**config.mk**
```make
export PLATFORM = sky130hd
export DESIGN_NAME = cmos_pixel_pack
export DESIGN_NICKNAME = d
export VERILOG_FILES = /design/src/rtl/cmos_pixel_pack.sv
export SDC_FILE = /design/constraint.sdc
export NUM_CORES = 1
export LEC_CHECK = 0
export BUFFER_PORTS_ARGS = -buffer_cell sky130_fd_sc_hd__clkbuf_2
export CAP_MARGIN = 0
export CORE_ASPECT_RATIO = 1.5
export CORE_UTILIZATION = 30
export DETAILED_ROUTE_END_ITERATION = 8
export SLEW_MARGIN = 40
export SYNTH_ARGS = -nofsm -noshare
export SYNTH_HDL_FRONTEND = slang
export SYNTH_SLANG_ARGS = --single-unit
```
**constraint.sdc**
```tcl
create_clock -name pclk -period 1.7 [get_ports pclk]
set_input_delay 0.425 -clock pclk [delete_from_list [all_inputs] [get_ports pclk]]
set_output_delay 0.425 -clock pclk [all_outputs]
set_load 0.02 [all_outputs]
```
**src/rtl/cmos_pixel_pack.sv**
```systemverilog
// ============================================================================
// Module   : cmos_pixel_pack
// Purpose  : Packs RATIO consecutive IN_W-bit sensor beats into one word,
//            realigning on every line end and frame sync. Optional macro
//            CMOS_PACK_FLUSH_EN emits a zero-padded partial word at line end.
// Revision : 1.0 - initial release
// ============================================================================
`default_nettype none

module cmos_pixel_pack #(
  parameter int IN_W      = 8,
  parameter int RATIO     = 2,
  parameter int MSB_FIRST = 1
) (
  input  logic                  pclk,
  input  logic                  rst,
  input  logic                  vsync_i,
  input  logic                  de_i,
  input  logic [IN_W-1:0]       pdata_i,
  output logic [IN_W*RATIO-1:0] pdata_o,
  output logic                  de_o,
  output logic                  eol_o,
  output logic [11:0]           line_words_o
);

  localparam int             OUT_W = IN_W * RATIO;
  localparam int             BW    = (RATIO > 1) ? $clog2(RATIO) : 1;
  localparam logic [BW-1:0]  LAST  = BW'(RATIO - 1);

  logic              r_de;
  logic              r_vs;
  logic [IN_W-1:0]   r_data;
  logic [BW-1:0]     r_bcnt;
  logic [OUT_W-1:0]  r_acc;
  logic              r_in_line;
  logic [11:0]       r_wcnt;

  logic [BW-1:0]     w_slot;
  logic [OUT_W-1:0]  w_word;
  logic [11:0]       w_wcnt_inc;

  // Current beat merged into the partial accumulator at its slot.
  always_comb begin
    w_slot = (MSB_FIRST != 0) ? (LAST - r_bcnt) : r_bcnt;
    w_word = r_acc;
    for (int s = 0; s < RATIO; s++) begin
      if (BW'(s) == w_slot) begin
        w_word[s*IN_W +: IN_W] = r_data;
      end
    end
    w_wcnt_inc = (r_wcnt == 12'hFFF) ? r_wcnt : r_wcnt + 12'd1;
  end

  always_ff @(posedge pclk) begin
    if (rst) begin
      r_de         <= 1'b0;
      r_vs         <= 1'b0;
      r_data       <= '0;
      r_bcnt       <= '0;
      r_acc        <= '0;
      r_in_line    <= 1'b0;
      r_wcnt       <= '0;
      pdata_o      <= '0;
      de_o         <= 1'b0;
      eol_o        <= 1'b0;
      line_words_o <= '0;
    end else begin
      r_de    <= de_i;
      r_vs    <= vsync_i;
      r_data  <= pdata_i;
      de_o    <= 1'b0;
      pdata_o <= '0;
      eol_o   <= 1'b0;
      if (r_vs) begin
        // Frame sync aborts the line silently: no eol, no flush.
        r_bcnt    <= '0;
        r_acc     <= '0;
        r_wcnt    <= '0;
        r_in_line <= 1'b0;
      end else if (r_de) begin
        r_in_line <= 1'b1;
        if (r_bcnt == LAST) begin
          de_o    <= 1'b1;
          pdata_o <= w_word;
          r_acc   <= '0;
          r_bcnt  <= '0;
          r_wcnt  <= w_wcnt_inc;
        end else begin
          r_acc  <= w_word;
          r_bcnt <= r_bcnt + BW'(1);
        end
      end else if (r_in_line) begin
        eol_o     <= 1'b1;
        r_in_line <= 1'b0;
        r_bcnt    <= '0;
        r_acc     <= '0;
        r_wcnt    <= '0;
`ifdef CMOS_PACK_FLUSH_EN
        if (r_bcnt != '0) begin
          de_o         <= 1'b1;
          pdata_o      <= r_acc;
          line_words_o <= w_wcnt_inc;
        end else begin
          line_words_o <= r_wcnt;
        end
`else
        line_words_o <= r_wcnt;
`endif
      end
    end
  end

endmodule

`default_nettype wire

```
==> metrics.md <==
| Metric | Value |
|---|---|
| Vias | 1,851 |
| Internal power | 2.47 mW |
| Sequential share of the synthesized area | a little under three fifths |
| GR met2 Demand/Resource | about a quarter |
| Routability Congestion | 0.868 |
| Combinational share of power | under 10% |
| Synth Flop Type | dfxtp_1 |
| Hold Fails Final Rpt | 0 |
| Initial DRC count | 164 |
| Post-Place Worst Slack | 0.147 ns |
| Crit path max fanout | 5 |
| # fillers | between 700 and 800 |
| Relative slew margins | between 60% and 70% |
| Core Rows | 38 |
| Final-stage net count | about 320 |
| Setup bufs post-CTS | 0 |
| Final ANT Viol Nets | 0 |
| Worst r2r dst | r_wcnt[2] |
| FFs w/ async S/R, synth | 0% |
| CTS Root Cell | clkbuf_8 |
| Maximum clock path buffer count | 2 |
| RSZ-0062 raised after global routing | true |
| Post-route minimum period | ~1.6 ns |
| CTS tree | done |
| WL/cell | ~12 microns |
| Slowest stage delay, CP | ~0.45 ns |
| Worst Hold Class | in -> reg |
| Layout cell share with drive strength beyond 1 | ~29% |
| Crit Path Class | reg -> reg |
| Worst setup SP type | flop |
| Period utilization | 94.6% |
| Worst path bufs/invs | 0 |
| Core Util, Final | between 40% and 50% |
| Setup ws final | 0.0910 ns |
| Synth area leader | dfxtp_1 |
| Drt pass-1 iters | 4 |
| Sw Pwr | 621 uW |
| Ant diodes | 0 |
| Seq cells post-synth | slightly above 60 |
| CTS H-Tree Depth | 3 |
| Synth top area cells | dfxtp_1, nand2_1, a21oi_1 |
| Power density over the cells | 1060 mW/mm^2 |
| Maximum vdd ir drop | approximately 0.00038 V |
| Routing usage on met3 | between 4 and 5% |
| Die area | a little under 0.008 sq mm |
| Crit end category | flop |
| Count leader, synth | dfxtp_1 |
| R2R depth | 5 |
| Met1 Use GR | between 10% and 20% |
| CTS Buf Count | 9 |
| Final HPWL DP | roughly 3700 microns |
| Worst r2r src | r_wcnt[9] |
| Yosys top cell area share | 55.5% |
| Outcome | completed |
| Post-route DRC | 0 |
| CTS sink count | 62 |
| Die X | just over 70 microns |
| Static Leak | between 1 and 1.5 nW |
| Synthesized instance count | ~240 |
| Number of synthesized flops with an enable pin | 0 |
| Area grow syn2layout | 29.9% |
| Clock power frac | between 40 and 50% |
| Reg2reg setup slack | roughly 0.09 ns |
| Hold wc startpoint | pdata_i[6] |
| Largest net degree at the start of global routing | 19 |
| CTS clk-pin slew, worst paths | about 0.07 ns |
| Switching Fraction | between 20% and 30% |
| Syn_area_per_cell | 9.20 sq um |
| CP top delay family | compound AO/OA/AOI/OAI gates |
| Final-report setup violation count | 0 |
| Distinct cells, synth | 37 |
| Worst Path Arrival | approximately 1.9 ns |
| GRT Total Usage | between 10% and 20% |
| CP Cell Sequence | nand4_1 -> o41ai_4 -> and2_2 -> a21oi_2 -> o22ai_2 |
| CP required | 1.96 ns |
| Top-Level Pins | between 40 and 50 |
| Gates resized, CTS repair | 0 |
| Final Skew | around 0.0065 ns |
| Final WL | 4980 microns |
| Max Cap Viol | 0 |
| Core area | 0.00723 sq mm |
| CTS Hold Buffers Added | 0 |
| Final Max Tran Viols | 0 |
| Ys Warns | 0 |
| Max Clk Rate | roughly 0.62 GHz |
| Vias in the first global route | 1,762 |
| Slowest CP cell | o41ai_4 |
| Slew at the pin closest to its max-slew limit | approximately 0.54 ns |
| Antenna violations before repair | 0 |
| Mapped Nets | roughly 260 |
| First-pass GRT wire length | slightly above 8000 microns |
| Worst-Skew Late Latency | 0.33 ns |
| Hold Path Cell Cnt | 2 |
| Vias per cell | about 4.5 |
| Seq pwr share | 48.1% |
| Hold path endpoint | r_data[6] |
| Starting Density | between 30% and 40% |
| I/O Buffers | slightly above 40 |
| GRT busiest layer | met2 |
| Post-synthesis cell area | 0.00224 sq mm |
| Most frequent cells after synthesis | dfxtp_1, nand2_1, a21oi_1 |
| Grt ovf | 0 |
| Die Y | ~110 microns |
placed cells by master, fill, tap and decap left out, types with 2 or more instances in the layout:
cell type	instances
and3_1	16
clkbuf_8	12
o21a_1	3
nand2_1	38
nor3b_1	8
nor2_1	15
bufinv_16	2
o21ai_1	2
dfxtp_1	62
a21oi_1	21
or2_1	2
nor3_1	5
nor2b_1	11
nand4_1	2
inv_1	4
nand2b_1	2
a31oi_1	12
buf_4	23
nand3_2	2
and2_1	2
clkbuf_2	41
nand3_1	3
registers in the layout, indices dropped and copies added (netlist names):
| register | cells |
|---|---|
| pdata_o | 16 |
| line_words_o | 12 |
| r_wcnt | 12 |
| r_acc | 8 |
| r_data | 8 |
| de_o | 1 |
| eol_o | 1 |
| r_bcnt | 1 |
| r_de | 1 |
| r_in_line | 1 |
| r_vs | 1 |
worst max-delay path by stage:
stage | endpoint | cells after the start | from | slack, ns
3_5_place_dp | r_wcnt[6] | 6 | r_wcnt[0] | 0.15
6_report | r_wcnt[2] | 5 | r_wcnt[9] | 0.09
2_1_floorplan | r_wcnt[11] | 7 | r_wcnt[0] | 0.06
5_1_grt | r_wcnt[9] | 7 | r_wcnt[0] | -0.02
4_1_cts | r_wcnt[6] | 5 | r_wcnt[9] | 0.13
3_3_place_gp | r_wcnt[6] | 5 | r_wcnt[9] | 0.18
metal layers:
layer | part of all wire (%) | up-vias
met5 | 0 | -
met4 | 2.5 | 0
met3 | 5.2 | 11
met2 | 52 | 58
met1 | 40 | 831
li1 | - | 951
kinds of logic after synthesis:
group	Yosys count	synth area share, %
AO/OA/AOI/OAI	46	13.6
adder cells (fa/ha/maj)	1	0.560
buffers and inverters	22	4.20
flip-flops	62	55.5
multiplexers	1	0.504
AND/OR/NAND/NOR	111	25.6
layout make-up:
| type | count | area [sq um] | share of cell area, % |
|---|---|---|---|
| Sequential cell | 62 | 1240 | 42.7 |
| Multi-Input combinational cell | 160 | 908 | 31.3 |
| Timing Repair Buffer | 64 | 378 | 13.0 |
| Clock buffer | 13 | 169 | 5.81 |
| Tap cell | 100 | 125 | 4.31 |
| Clock inverter | 3 | 65.1 | 2.24 |
| Inverter | 5 | 18.8 | 0.646 |
per-stage QoR:
stage / TNS [ns] / power (mW) / instance area, sq um / hold WS (ns) / instances
after floorplan: 0 / 1.59 / 2240 / 0.444 / 243
after global placement: 0 / 1.64 / 2660 / 0.443 / 390
after detailed placement: 0 / 1.65 / 2660 / 0.447 / 390
after CTS: 0 / 3.14 / 2900 / 0.282 / 406
after global routing: -0.0616 / 3.22 / 2910 / 0.280 / 407
final: 0 / 3.09 / 2910 / 0.305 / 407
power groups by stage:
stage                     Combinational (mW)  Sequential [mW]  Clock, mW
after floorplan                       0.0758             1.51          0
after global routing                   0.141             1.49       1.59
after CTS                              0.127             1.49       1.52
after global placement                 0.125             1.52          0
final                                  0.127             1.49       1.48
after detailed placement               0.127             1.52          0
Power figures use the tool's default switching activity.
